===== src/rtl/sb_dff_pipe.sv =====
// -----------------------------------------------------------------------------
// sb_dff_pipe
//
// Elastic register pipeline. A WIDTH-bit word moves through DEPTH register
// stages under valid/ready flow control. Bubbles collapse (a word always moves
// into an empty downstream stage), and backpressure is absorbed stage by stage.
//
// Parameters
//   WIDTH        data width in bits (>= 1)
//   DEPTH        number of register stages (>= 1)
//   RESET_VALUE  value loaded into every data stage on reset
//
// Ports
//   C          in   clock, rising edge
//   R          in   synchronous reset, active-high, highest priority
//   E          in   global clock enable; 0 freezes all state
//   FLUSH      in   synchronous clear of all valid bits (acts even when E=0)
//   IN_DATA    in   write data
//   IN_VALID   in   write request
//   IN_READY   out  pipeline accepts IN_DATA this cycle
//   OUT_DATA   out  data of the last stage
//   OUT_VALID  out  last stage holds a word
//   OUT_READY  in   consumer takes OUT_DATA this cycle
//   OCCUPANCY  out  number of valid stages; present only when the macro
//                   SB_DFF_PIPE_OCC_EN is defined
//
// Build option
//   SB_DFF_PIPE_OCC_EN  adds the registered OCCUPANCY counter and port.
// -----------------------------------------------------------------------------
module sb_dff_pipe #(
    parameter int               WIDTH       = 8,
    parameter int               DEPTH       = 3,
    parameter logic [WIDTH-1:0] RESET_VALUE = {WIDTH{1'b0}}
) (
    input  logic                         C,
    input  logic                         R,
    input  logic                         E,
    input  logic                         FLUSH,
    input  logic [WIDTH-1:0]             IN_DATA,
    input  logic                         IN_VALID,
    output logic                         IN_READY,
    output logic [WIDTH-1:0]             OUT_DATA,
    output logic                         OUT_VALID,
    input  logic                         OUT_READY
`ifdef SB_DFF_PIPE_OCC_EN
    ,
    output logic [$clog2(DEPTH+1)-1:0]   OCCUPANCY
`endif
);

    logic [DEPTH-1:0] vld_q;
    logic [DEPTH-1:0] vld_d;
    logic [WIDTH-1:0] dat_q [DEPTH];
    logic [WIDTH-1:0] dat_d [DEPTH];

    logic [DEPTH-1:0] adv_s;     // stage i hands its word downstream (or out)
    logic [DEPTH-1:0] load_s;    // stage i captures a new word
    logic             in_fire_s;

    // Advance chain. A stage can move when everything above it is either
    // draining out of the pipe or contains a hole somewhere, so the recursive
    // definition reduces to "OUT_READY or any empty stage above". Computing it
    // as a running OR keeps the logic free of a self-referencing vector.
    always_comb begin
        logic room_v;
        room_v = OUT_READY;
        adv_s  = {DEPTH{1'b0}};
        for (int i = DEPTH - 1; i >= 0; i--) begin
            adv_s[i] = vld_q[i] & room_v;
            room_v   = room_v | ~vld_q[i];
        end
    end

    assign IN_READY  = E & ~FLUSH & ~R & (~vld_q[0] | adv_s[0]);
    assign OUT_VALID = E & vld_q[DEPTH-1];
    assign OUT_DATA  = dat_q[DEPTH-1];
    assign in_fire_s = IN_VALID & IN_READY;

    // Per-stage load enables: stage 0 loads on an input transfer, every other
    // stage loads exactly when its upstream neighbour advances.
    always_comb begin
        load_s    = {DEPTH{1'b0}};
        load_s[0] = in_fire_s;
        for (int i = 1; i < DEPTH; i++) begin
            load_s[i] = adv_s[i-1];
        end
    end

    // Next-state for valid bits and data. FLUSH wins over E; data registers
    // only change on a load so bubbles never toggle them.
    always_comb begin
        vld_d = vld_q;
        dat_d = dat_q;
        if (FLUSH) begin
            vld_d = {DEPTH{1'b0}};
        end else if (E) begin
            for (int i = 0; i < DEPTH; i++) begin
                vld_d[i] = (vld_q[i] & ~adv_s[i]) | load_s[i];
            end
            if (load_s[0]) begin
                dat_d[0] = IN_DATA;
            end else begin
                dat_d[0] = dat_q[0];
            end
            for (int i = 1; i < DEPTH; i++) begin
                if (load_s[i]) begin
                    dat_d[i] = dat_q[i-1];
                end else begin
                    dat_d[i] = dat_q[i];
                end
            end
        end else begin
            vld_d = vld_q;
        end
    end

    // Stage registers with synchronous reset.
    always_ff @(posedge C) begin
        if (R) begin
            vld_q <= {DEPTH{1'b0}};
            for (int i = 0; i < DEPTH; i++) begin
                dat_q[i] <= RESET_VALUE;
            end
        end else begin
            vld_q <= vld_d;
            for (int i = 0; i < DEPTH; i++) begin
                dat_q[i] <= dat_d[i];
            end
        end
    end

`ifdef SB_DFF_PIPE_OCC_EN
    localparam int OW = $clog2(DEPTH + 1);

    logic [OW-1:0] occ_q;
    logic [OW-1:0] occ_d;
    logic          out_fire_s;

    // A word sitting on the output during FLUSH or R is discarded, not sent.
    assign out_fire_s = OUT_VALID & OUT_READY & ~FLUSH & ~R;

    // Occupancy tracks transfers: +1 on input only, -1 on output only.
    always_comb begin
        occ_d = occ_q;
        if (FLUSH) begin
            occ_d = {OW{1'b0}};
        end else if (in_fire_s & ~out_fire_s) begin
            occ_d = occ_q + OW'(1'b1);
        end else if (~in_fire_s & out_fire_s) begin
            occ_d = occ_q - OW'(1'b1);
        end else begin
            occ_d = occ_q;
        end
    end

    // Occupancy counter register.
    always_ff @(posedge C) begin
        if (R) begin
            occ_q <= {OW{1'b0}};
        end else begin
            occ_q <= occ_d;
        end
    end

    assign OCCUPANCY = occ_q;
`endif

endmodule


===== config.mk =====
export PLATFORM = sky130hd
export DESIGN_NAME = sb_dff_pipe
export DESIGN_NICKNAME = d
export VERILOG_FILES = /design/src/rtl/sb_dff_pipe.sv
export SDC_FILE = /design/constraint.sdc
export NUM_CORES = 1
export LEC_CHECK = 0
export CAP_MARGIN = 20
export CORE_MARGIN = 3
export CORE_UTILIZATION = 29
export DETAILED_ROUTE_END_ITERATION = 7
export MAX_ROUTING_LAYER = met4
export RECOVER_POWER = 100
export SLEW_MARGIN = 40
export SYNTH_ARGS = -nofsm -noshare
export SYNTH_HDL_FRONTEND = slang
export SYNTH_SLANG_ARGS = --single-unit

===== constraint.sdc =====
create_clock -name C -period 2.45 [get_ports C]
set_clock_uncertainty 0.1 [all_clocks]
set_input_delay 0.245 -clock C [delete_from_list [all_inputs] [get_ports C]]
set_output_delay 0.245 -clock C [all_outputs]
set_load 0.02 [all_outputs]

==> impl_metrics.ini, run 1 <==
[sta]
worst_slew_pin_slew_ns = 0.958
grt_setup_unrepaired = no
period_share = 0.915
finalMaxSlewViolations = 0
setup_viol_count_final = 0
period_minus_slack_ns = 2.24
slew_headroom = 0.361
hold_viol = 0
tns_ns = 0
max_freq_ghz = 0.446

[clock_tree]
root_buffer = clkbuf_8
htree_levels = 1
cts_setup_buffers = 0
insertion_delay_ns = 0.27
ctsResizeCount = 0
ctsLongestPathBuffers = 2
cts.sinks = 27
cts_tree = yes
cts_buffers = 3
cts-hold-fix-buffers = 0
cts.reportedPaths.clkPinSlew_ns = 0.08

[worst_setup_path]
crit_arrival_ns = 1.90
end_kind = primary output
required_ns = 2.11
start_kind = input pin
crit_type = input pin to primary output
cp_max_fo = 5

[power]
power_density_nw_per_um2 = 519
vdd_ir_drop_max_uv = 127
power.leakage_nw = 0.647

[global_routing]
first_global_vias = 727
antenna_found_initial = 0
overflow = 0
grtUsageTotal = 0.0829
grt_pass1_wl_mm = 3.24
grt_max_degree = 29

[floorplanning]
ios = 24
start_util = 0.315
std_cell_rows = 22
dieArea_um2 = 4970
core_area_um2 = 3830
die_w_um = 70.5
dieHeight_um = 70.5

[yosys]
netlist_instances = 115
synth.net_count = 129
yosysSeqAreaShare = 0.448
yosysWarningCount = 0
syn_area_um2 = 1210
syn_area_per_cell_um2 = 10.5
yosys.area.top_type_share = 0.448
synthTopCellsByArea = dfxtp_1, mux2i_1, nand2b_1
yosysTopAreaCell = dfxtp_1
synth_cell_types = 19
ys_seq_elements = 27

[finish]
area_growth_pct = 18.8
seqCellArea_um2 = 541
layout_commonest_cell = dfxtp_1
drive_gt1_frac = 0.0538
finalInstanceArea_um2 = 1430
antenna_cells = 0
filler_cell_count = 385
multi_input_area_um2 = 512
final_cell_mix = dfxtp_1, mux2i_1, nand2b_1, clkdlybuf4s50_1, dlygate4sd3_1
num-nets-final = 145

[placed_design]
io_buffers = 23
hpwl_mm = 1.46
placed_area_um2 = 1400
gp_congestion = 0.710

[detailed_routing]
antenna_left = 0
drt_first_iter_violations = 20
wl_mm = 1.90
vias = 767
wl_per_cell_um = 10.7
firstDrtPassIters = 4
avgViaCountPerCell = 4.31
drc = 0

[min_path]
hp-class = register to register

[run_status]
status = finished clean

[flow_run]
cap_viol_max_count = 0
metal layers:
layer | GRT usage | part of all wire | routed length [µm]
met5 | - | 0 | 0
met4 | 0.0383 | 0.020 | 38
met2 | 0.125 | 0.45 | 851
met1 | 0.102 | 0.47 | 896
met3 | 0.0245 | 0.062 | 118
area by class of cell:
cell class,instances,area share
tap,48,0.0419
clock buffer,4,0.0314
inverter,9,0.0236
timing repair buffer,25,0.169
sequential,27,0.377
multi-input combinational,65,0.357
synth_stat cells:
cell / count
a211oi_1: 2
a21oi_4: 1
a22oi_1: 1
and2_2: 1
and2b_1: 1
and3b_2: 1
buf_4: 9
buf_6: 3
clkbuf_1: 2
dfxtp_1: 27
inv_1: 9
mux2i_1: 25
nand2_1: 2
nand2b_1: 24
nand3b_1: 2
nand4b_1: 2
nor2b_2: 1
nor3_1: 1
o21ai_0: 1
cell families (layout without fill, tap and decap cells):
group                  Yosys count  count (layout)  synth area share
buffers and inverters           23              38             0.118
DFF                             27              27             0.448
muxes                           25              25             0.207
and+or+nand+nor                 35              35             0.190
AOI/OAI and AO/OA                5               5            0.0363
worst max-delay path, stage by stage:
cell	delay, ns
dlygate4sd3_1	0.60
and2b_1	0.26
and3b_2	0.20
clkdlybuf4s50_1	0.60
flip-flops by register name (all words and copies together) (netlist names):
name	flops
OUT_DATA	8
vld_q	3
dat_q	16
report_power, final:
group          switching, mW  internal (mW)  total (mW)
sequential           0.00197          0.444       0.446
combinational         0.0208         0.0345      0.0553
clock                  0.126          0.116       0.243
metrics by stage:
stage / setup WS, ns / std cells / hold slack [ns] / power (mW) / util
after floorplan: 1.28 / 115 / 0.218 / 0.487 / -
after global placement: 0.382 / 174 / 0.365 / 0.511 / 0.367
after detailed placement: 0.329 / 174 / 0.372 / 0.514 / 0.367
after CTS: 0.331 / 178 / 0.386 / 0.757 / 0.378
after global routing: 0.149 / 178 / 0.410 / 0.773 / 0.374
final: 0.207 / 178 / 0.378 / 0.744 / 0.374
path summary, 6_finish.rpt:
path | startpoint | to | slack, ns | depth (start not counted)
worst max-delay path | FLUSH | IN_READY | 0.21 | 4
worst min register to register | OUT_DATA[5] | OUT_DATA[5] | 0.38 | 2
worst min-delay path | OUT_DATA[5] | OUT_DATA[5] | 0.38 | 2
worst max register to register | vld_q[2] | dat_q[14] | 0.74 | 3
(Power assumes the default switching activity.)
==> run 2: changes to the inputs <==
--- a/config.mk
+++ b/config.mk
@@ -9,6 +9,7 @@
 export CORE_MARGIN = 3
 export CORE_UTILIZATION = 29
 export DETAILED_ROUTE_END_ITERATION = 7
+export HOLD_SLACK_MARGIN = 0.06
 export MAX_ROUTING_LAYER = met4
 export RECOVER_POWER = 100
 export SLEW_MARGIN = 40
==> results of run 2 <==
Same layout as run 1: the final DEF is identical, and so are final timing and power.
